<file path="config.mk">
export PLATFORM = sky130hd
export DESIGN_NAME = axi4lite_master
export DESIGN_NICKNAME = d
export VERILOG_FILES = /design/src/rtl/axi4lite_master.sv
export SDC_FILE = /design/constraint.sdc
export NUM_CORES = 1
export LEC_CHECK = 0
export CAP_MARGIN = 20
export CORE_ASPECT_RATIO = 0.7
export CORE_MARGIN = 2
export CORE_UTILIZATION = 35
export CTS_BUF_LIST = sky130_fd_sc_hd__clkbuf_4 sky130_fd_sc_hd__clkbuf_8
export DETAILED_ROUTE_END_ITERATION = 8
export GPL_TIMING_DRIVEN = 1
export HOLD_SLACK_MARGIN = 0.06
export PLACE_DENSITY = 0.69
export SYNTH_ARGS = -nofsm -noshare
export SYNTH_HDL_FRONTEND = slang
export SYNTH_SLANG_ARGS = --single-unit
</file>
<file path="constraint.sdc">
create_clock -name m_axi_aclk -period 7.28 [get_ports m_axi_aclk]
set_clock_uncertainty 0.15 [all_clocks]
set_input_delay 1.092 -clock m_axi_aclk [delete_from_list [all_inputs] [get_ports m_axi_aclk]]
set_output_delay 1.092 -clock m_axi_aclk [all_outputs]
set_load 0.1 [all_outputs]
</file>
<file path="src/rtl/axi4lite_master.sv">
// AXI4-Lite master: converts single-beat local-bus commands into AXI4-Lite
// read/write transactions, one outstanding, with an optional response watchdog.
module axi4lite_master #(
    parameter int                    ADDRESS_WIDTH = 5,
    parameter int                    DATA_WIDTH    = 32,
    parameter int                    PROT_WIDTH    = 3,
    parameter int                    STRB_WIDTH    = DATA_WIDTH / 8,
    parameter logic [PROT_WIDTH-1:0] PROT_VALUE    = 3'b000,
    parameter int                    TIMEOUT       = 256
) (
    input  logic                     m_axi_aclk,
    input  logic                     m_axi_aresetn,
    // local command / response bus
    input  logic                     cmd_valid,
    output logic                     cmd_ready,
    input  logic                     cmd_we,
    input  logic [ADDRESS_WIDTH-1:0] cmd_addr,
    input  logic [DATA_WIDTH-1:0]    cmd_wdata,
    input  logic [STRB_WIDTH-1:0]    cmd_wstrb,
    output logic                     rsp_valid,
    input  logic                     rsp_ready,
    output logic [DATA_WIDTH-1:0]    rsp_rdata,
    output logic [1:0]               rsp_resp,
    output logic                     rsp_timeout,
    // AXI4-Lite write address channel
    output logic                     m_axi_awvalid,
    output logic [ADDRESS_WIDTH-1:0] m_axi_awaddr,
    output logic [PROT_WIDTH-1:0]    m_axi_awprot,
    input  logic                     m_axi_awready,
    // AXI4-Lite write data channel
    output logic                     m_axi_wvalid,
    output logic [DATA_WIDTH-1:0]    m_axi_wdata,
    output logic [STRB_WIDTH-1:0]    m_axi_wstrb,
    input  logic                     m_axi_wready,
    // AXI4-Lite write response channel
    input  logic                     m_axi_bvalid,
    input  logic [1:0]               m_axi_bresp,
    output logic                     m_axi_bready,
    // AXI4-Lite read address channel
    output logic                     m_axi_arvalid,
    output logic [ADDRESS_WIDTH-1:0] m_axi_araddr,
    output logic [PROT_WIDTH-1:0]    m_axi_arprot,
    input  logic                     m_axi_arready,
    // AXI4-Lite read data channel
    input  logic                     m_axi_rvalid,
    input  logic [DATA_WIDTH-1:0]    m_axi_rdata,
    input  logic [1:0]               m_axi_rresp,
    output logic                     m_axi_rready
);

    localparam int CNT_W = (TIMEOUT > 1) ? $clog2(TIMEOUT + 1) : 1;
    localparam logic [CNT_W-1:0] WD_LAST = (TIMEOUT > 0) ? CNT_W'(TIMEOUT - 1) : {CNT_W{1'b0}};
    localparam logic [1:0] RESP_TIMEOUT = 2'b11;

    typedef enum logic [2:0] {
        ST_IDLE  = 3'd0,
        ST_WADDR = 3'd1,
        ST_WRESP = 3'd2,
        ST_RADDR = 3'd3,
        ST_RDATA = 3'd4,
        ST_RSP   = 3'd5,
        ST_DRAIN = 3'd6
    } state_t;

    state_t                   state_r;
    logic                     cmd_ready_r;
    logic                     we_r;
    logic [ADDRESS_WIDTH-1:0] addr_r;
    logic [DATA_WIDTH-1:0]    wdata_r;
    logic [STRB_WIDTH-1:0]    wstrb_r;
    logic                     awvalid_r;
    logic                     wvalid_r;
    logic                     aw_done_r;
    logic                     w_done_r;
    logic                     arvalid_r;
    logic                     bready_r;
    logic                     rready_r;
    logic                     rsp_valid_r;
    logic [DATA_WIDTH-1:0]    rsp_rdata_r;
    logic [1:0]               rsp_resp_r;
    logic                     rsp_timeout_r;
    logic [CNT_W-1:0]         wd_cnt_r;

    logic aw_hs_s;
    logic w_hs_s;
    logic ar_hs_s;
    logic b_hs_s;
    logic r_hs_s;
    logic aw_fin_s;
    logic w_fin_s;
    logic wd_expire_s;

    assign aw_hs_s     = awvalid_r & m_axi_awready;
    assign w_hs_s      = wvalid_r & m_axi_wready;
    assign ar_hs_s     = arvalid_r & m_axi_arready;
    assign b_hs_s      = bready_r & m_axi_bvalid;
    assign r_hs_s      = rready_r & m_axi_rvalid;
    // the later of the two write handshakes may land in the current cycle
    assign aw_fin_s    = aw_done_r | aw_hs_s;
    assign w_fin_s     = w_done_r | w_hs_s;
    assign wd_expire_s = (TIMEOUT > 0) && (wd_cnt_r == WD_LAST);

    assign cmd_ready     = cmd_ready_r;
    assign rsp_valid     = rsp_valid_r;
    assign rsp_rdata     = rsp_rdata_r;
    assign rsp_resp      = rsp_resp_r;
    assign rsp_timeout   = rsp_timeout_r;
    assign m_axi_awvalid = awvalid_r;
    assign m_axi_awaddr  = addr_r;
    assign m_axi_awprot  = PROT_VALUE;
    assign m_axi_wvalid  = wvalid_r;
    assign m_axi_wdata   = wdata_r;
    assign m_axi_wstrb   = wstrb_r;
    assign m_axi_bready  = bready_r;
    assign m_axi_arvalid = arvalid_r;
    assign m_axi_araddr  = addr_r;
    assign m_axi_arprot  = PROT_VALUE;
    assign m_axi_rready  = rready_r;

    // Transaction sequencer: state, channel handshakes, response capture and watchdog
    always_ff @(posedge m_axi_aclk) begin
        if (!m_axi_aresetn) begin
            state_r       <= ST_IDLE;
            cmd_ready_r   <= 1'b1;
            we_r          <= 1'b0;
            addr_r        <= {ADDRESS_WIDTH{1'b0}};
            wdata_r       <= {DATA_WIDTH{1'b0}};
            wstrb_r       <= {STRB_WIDTH{1'b0}};
            awvalid_r     <= 1'b0;
            wvalid_r      <= 1'b0;
            aw_done_r     <= 1'b0;
            w_done_r      <= 1'b0;
            arvalid_r     <= 1'b0;
            bready_r      <= 1'b0;
            rready_r      <= 1'b0;
            rsp_valid_r   <= 1'b0;
            rsp_rdata_r   <= {DATA_WIDTH{1'b0}};
            rsp_resp_r    <= 2'b00;
            rsp_timeout_r <= 1'b0;
            wd_cnt_r      <= {CNT_W{1'b0}};
        end else begin
            case (state_r)
                ST_IDLE: begin
                    if (cmd_valid) begin
                        cmd_ready_r <= 1'b0;
                        we_r        <= cmd_we;
                        addr_r      <= cmd_addr;
                        wdata_r     <= cmd_wdata;
                        wstrb_r     <= cmd_wstrb;
                        aw_done_r   <= 1'b0;
                        w_done_r    <= 1'b0;
                        if (cmd_we) begin
                            state_r   <= ST_WADDR;
                            awvalid_r <= 1'b1;
                            wvalid_r  <= 1'b1;
                        end else begin
                            state_r   <= ST_RADDR;
                            arvalid_r <= 1'b1;
                        end
                    end else begin
                        cmd_ready_r <= 1'b1;
                    end
                end

                ST_WADDR: begin
                    if (aw_hs_s) begin
                        awvalid_r <= 1'b0;
                        aw_done_r <= 1'b1;
                    end else begin
                        aw_done_r <= aw_done_r;
                    end
                    if (w_hs_s) begin
                        wvalid_r <= 1'b0;
                        w_done_r <= 1'b1;
                    end else begin
                        w_done_r <= w_done_r;
                    end
                    if (aw_fin_s && w_fin_s) begin
                        state_r  <= ST_WRESP;
                        bready_r <= 1'b1;
                        wd_cnt_r <= {CNT_W{1'b0}};
                    end else begin
                        state_r <= ST_WADDR;
                    end
                end

                ST_RADDR: begin
                    if (ar_hs_s) begin
                        arvalid_r <= 1'b0;
                        state_r   <= ST_RDATA;
                        rready_r  <= 1'b1;
                        wd_cnt_r  <= {CNT_W{1'b0}};
                    end else begin
                        state_r <= ST_RADDR;
                    end
                end

                // a handshake in the expiry cycle still completes normally
                ST_WRESP: begin
                    if (b_hs_s) begin
                        bready_r      <= 1'b0;
                        rsp_valid_r   <= 1'b1;
                        rsp_rdata_r   <= {DATA_WIDTH{1'b0}};
                        rsp_resp_r    <= m_axi_bresp;
                        rsp_timeout_r <= 1'b0;
                        state_r       <= ST_RSP;
                    end else if (wd_expire_s) begin
                        bready_r      <= 1'b0;
                        rsp_valid_r   <= 1'b1;
                        rsp_rdata_r   <= {DATA_WIDTH{1'b0}};
                        rsp_resp_r    <= RESP_TIMEOUT;
                        rsp_timeout_r <= 1'b1;
                        state_r       <= ST_RSP;
                    end else begin
                        wd_cnt_r <= wd_cnt_r + {{(CNT_W-1){1'b0}}, 1'b1};
                    end
                end

                ST_RDATA: begin
                    if (r_hs_s) begin
                        rready_r      <= 1'b0;
                        rsp_valid_r   <= 1'b1;
                        rsp_rdata_r   <= m_axi_rdata;
                        rsp_resp_r    <= m_axi_rresp;
                        rsp_timeout_r <= 1'b0;
                        state_r       <= ST_RSP;
                    end else if (wd_expire_s) begin
                        rready_r      <= 1'b0;
                        rsp_valid_r   <= 1'b1;
                        rsp_rdata_r   <= {DATA_WIDTH{1'b0}};
                        rsp_resp_r    <= RESP_TIMEOUT;
                        rsp_timeout_r <= 1'b1;
                        state_r       <= ST_RSP;
                    end else begin
                        wd_cnt_r <= wd_cnt_r + {{(CNT_W-1){1'b0}}, 1'b1};
                    end
                end

                // after a timeout the late response must still be absorbed
                ST_RSP: begin
                    if (rsp_ready) begin
                        rsp_valid_r <= 1'b0;
                        if (rsp_timeout_r) begin
                            state_r  <= ST_DRAIN;
                            bready_r <= we_r;
                            rready_r <= ~we_r;
                        end else begin
                            state_r     <= ST_IDLE;
                            cmd_ready_r <= 1'b1;
                        end
                    end else begin
                        rsp_valid_r <= 1'b1;
                    end
                end

                ST_DRAIN: begin
                    if (b_hs_s || r_hs_s) begin
                        bready_r    <= 1'b0;
                        rready_r    <= 1'b0;
                        state_r     <= ST_IDLE;
                        cmd_ready_r <= 1'b1;
                    end else begin
                        state_r <= ST_DRAIN;
                    end
                end

                default: begin
                    state_r     <= ST_IDLE;
                    cmd_ready_r <= 1'b1;
                    awvalid_r   <= 1'b0;
                    wvalid_r    <= 1'b0;
                    arvalid_r   <= 1'b0;
                    bready_r    <= 1'b0;
                    rready_r    <= 1'b0;
                    rsp_valid_r <= 1'b0;
                end
            endcase
        end
    end

endmodule

</file>
==> summary by stage <==
Setup path
The capture point of the worst reg-to-reg path is wd_cnt_r[5]. STA puts the critical path data required time at 6.04 ns. The critical path goes through clkdlybuf4s50_1. In this run the register-to-register setup slack is between 4 and 5 ns. The reg-to-reg critical path startpoint is wd_cnt_r[0]. The setup path with the least slack is of type register to output port. STA classifies the critical path endpoint as an output port. The buffer and inverter count on the worst path is 1. The slowest stage of the critical path is the clkdlybuf4s50_1 cell. STA classifies the critical path startpoint as a register.

The delay contributed by the slowest stage of the critical path is 1.19 ns. In this run the worst path has a maximum fanout of 7. The dominant delay contributor by cell family on the critical path is buffers and inverters. The cell count of the worst reg-to-reg path is 10. The arrival time of the worst setup path is just over 2 ns.

In this run the number of cells on the critical path is 1.

Global routing
The global-route usage over all layers is 17.19%. The maximum number of pins on one net before global-route repair is between 60 and 70. The number of antenna violations at the first check in global routing was 0. The via count of the first global-routing pass came to about 3600. The sum of overflow across all layers after global routing is 0. The wire length of the first global-routing pass is 17.82 mm.

Yosys
After synthesis, the mean cell area works out to 8.527 um^2. Among all flip-flop cells after synthesis, the most frequent one is dfxtp_1. Of the synthesized area, sequential elements account for 47.24%.

The number of different library cells used by synthesis comes to 56. Yosys printed 0 warnings. Synthesis handed over a netlist of 487 instances.

The synthesized design contains 0 enable-type register cells. Of all flip-flops after synthesis, the portion carrying an async set or reset was 0%. The cell area that synthesis handed to floorplanning was 4153 um^2.

In this run, synthesis produced a sequential element count of 98.

Clock tree
The clock root buffer master is clkbuf_8. The clock tree synthesis step divided the H-tree into 3 levels. The maximum count of clock buffers along a single path is 2. The number of post-CTS setup repair buffers is 0. The number of hold buffers added after cts is 0.

The clock sink count is 98. TritonCTS created 9 clock buffers. The clock tree from TritonCTS is yes.

The quantity of gates resized following cts is 0. Clock-pin slew was measured on the worst setup and hold paths at 0.09 ns. The clock network latency to the later pin of the worst-skew pair is ~0.36 ns.

Run status
The run finished with clean final reports.

Routing
Summed over all layers, the routed wires come to 11.32 mm. For this run, design rule violations remaining after detail routing come to 0. The routed layout has between 4000 and 5000 vias.

The vias per cell is 5.004. In the final routed layout, each cell accounts on average for approximately 14 um. The first-iteration detailed-routing DRC count is 177. The count of TritonRoute iterations in the first routing pass is 4. Once detail routing completed, the nets flagged for antenna violations numbered 0.

Layout
Once layout is complete, the utilization of the core stands at 52.66%. In the final layout, the share of cells above drive strength 1 is under 10%. The layout-stage area growth over the synthesis result is 47.66%. The total inserted antenna cells is 0.

After the last flow step, the layout net total stands at between 700 and 800.

Worst hold path
The worst hold path begins at m_axi_wdata[28]. The worst hold path depth is 2. The path with the worst hold slack has its endpoint at m_axi_wdata[28]. The tightest min-delay check is of the register to register type.

STA
The worst-case headroom to the max-slew limit is roughly a third. Setup repair after global routing left no endpoint under its margin. The share of the clock period used by the worst path after layout is 45.15%. The shortest period the worst path allows is 3.287 ns. The sum of negative setup slack is 0 ns. Static timing analysis puts the maximum clock frequency at 0.3042 GHz.

The number of slew-limit violations in the final report is 0. Setup violations remaining at the end of the flow were counted as 0. The measured slew at the worst slew-check pin is 1.025 ns. The final-report hold violation count was 0.

Placed design
After legalization and detailed placement, the total HPWL measured 7.872 mm. Routability-driven placement finished with a final weighted congestion of roughly 0.84. Buffers placed on the I/O ports in this run total roughly 170.

Die
In this run the core area contains 33 standard-cell rows. The initial utilization of the core area, before any placement, comes to a little over a third. The die covers 12770 um^2. The die is around 130 um wide. The core region area is 11640 um^2. The die is around 95 um tall. The count of pins on the block boundary is 181.

Job
The max-cap violation count is 0.

Power
IR analysis of the VDD net gives a maximum drop of a little under 0.08 mV. The total power density per cell area is 212.9 nW/um^2. For this design the static power due to leakage is 2.156 nW.
area by class of cell:
class	count	area, um^2
inverters	7	26.28
fillers	1062	5512
clock buffers	9	123.9
well taps	157	196.4
multi-input cells	342	1929
flip-flops and latches	98	1962
clock inverters	7	100.1
repair buffers	180	1794
registers in the layout (all words and copies together) (netlist names):
| register | cells |
|---|---|
| we_r | 1 |
| m_axi_wvalid | 1 |
| rsp_timeout | 1 |
| m_axi_bready | 1 |
| state_r | 3 |
| aw_done_r | 1 |
| wd_cnt_r | 9 |
| rsp_rdata | 32 |
| m_axi_arvalid | 1 |
| m_axi_wdata | 32 |
| rsp_valid | 1 |
| w_done_r | 1 |
| m_axi_araddr | 5 |
| m_axi_wstrb | 4 |
| m_axi_rready | 1 |
| m_axi_awvalid | 1 |
| rsp_resp | 2 |
| cmd_ready | 1 |
routing by layer:
| layer | global-route usage, % | share of wire (%) |
|---|---|---|
| met1 | 23.22 | 46 |
| met2 | 25.30 | 43 |
| met3 | 6.380 | 9.7 |
| met4 | 5.877 | 1.2 |
| met5 | 0 | 0 |
placed cells by master (no fill, tap or decap), types with 2 or more instances in the layout:
cell type,count
nor2_1,42
ha_1,2
a21oi_1,60
o211ai_1,2
o21a_1,2
and2_1,2
inv_2,2
dfxtp_1,98
nand2_1,104
nand2b_1,5
a211oi_1,3
a31o_2,2
a21o_1,3
nor2b_1,2
o22ai_1,3
bufinv_16,2
a311oi_2,6
o21ai_0,9
a22oi_1,32
clkdlybuf4s50_1,174
a31oi_1,7
clkinvlp_4,2
clkbuf_8,9
nand3_1,9
o311a_1,2
nor3_1,5
inv_1,4
buf_4,5
o31a_1,3
and3_1,6
or3_1,2
conb_1,6
metrics by stage:
stage	std cells	total power (W)	cell area [um^2]	setup slack (ns)	hold WS, ns
after CTS	800	0.001323	6132	3.967	0.3104
final	800	0.001306	6132	3.993	0.3088
after global placement	783	0.0009198	5893	4.023	0.2917
after global routing	800	0.001362	6132	3.930	0.3290
after floorplan	492	0.0008263	4172	4.665	0.2959
after detailed placement	784	0.0009233	5908	3.976	0.2968
worst max path at each step:
stage	slack [ns]	from	end
2_1_floorplan	4.66	m_axi_araddr[0]	m_axi_awaddr[0]
3_3_place_gp	4.02	m_axi_rvalid	rsp_rdata[21]
3_5_place_dp	3.98	m_axi_aresetn	cmd_ready
4_1_cts	3.97	m_axi_bready	m_axi_bready
5_1_grt	3.93	m_axi_bready	m_axi_bready
6_report	3.99	m_axi_bready	m_axi_bready
where the power goes:
part	switching [W]	internal [W]	total, W	leakage, nW
clock network	0.000198	0.000197	0.000395	0.108
logic	0.000237	0.000101	0.000338	1.25
registers	0.0000165	0.000556	0.000573	0.796
total	0.000451	0.000854	0.00131	2.16
synthesized netlist by cell type (6+ instances only):
cell type / count / area (um^2)
a21oi_1: 60 / 300.3
a22oi_1: 32 / 240.2
a311oi_2: 6 / 90.09
a31oi_1: 7 / 43.79
and3_1: 6 / 37.54
buf_2: 16 / 80.08
buf_4: 17 / 127.6
clkbuf_1: 10 / 37.54
dfxtp_1: 98 / 1962
nand2_1: 104 / 390.4
nand3_1: 9 / 45.04
nor2_1: 42 / 157.7
o21ai_0: 9 / 45.04
cells by family after synthesis:
kind of cell	count (synthesis)	synth area share, %
other	1	0.09030
adder cells (fa/ha/maj)	2	0.6025
buffers and inverters	52	6.900
AND/OR/NAND/NOR	185	19.86
flip-flops	98	47.24
AO/OA/AOI/OAI	148	24.65
XOR/XNOR	1	0.6629
No activity file was read; power rests on OpenSTA's default activity.
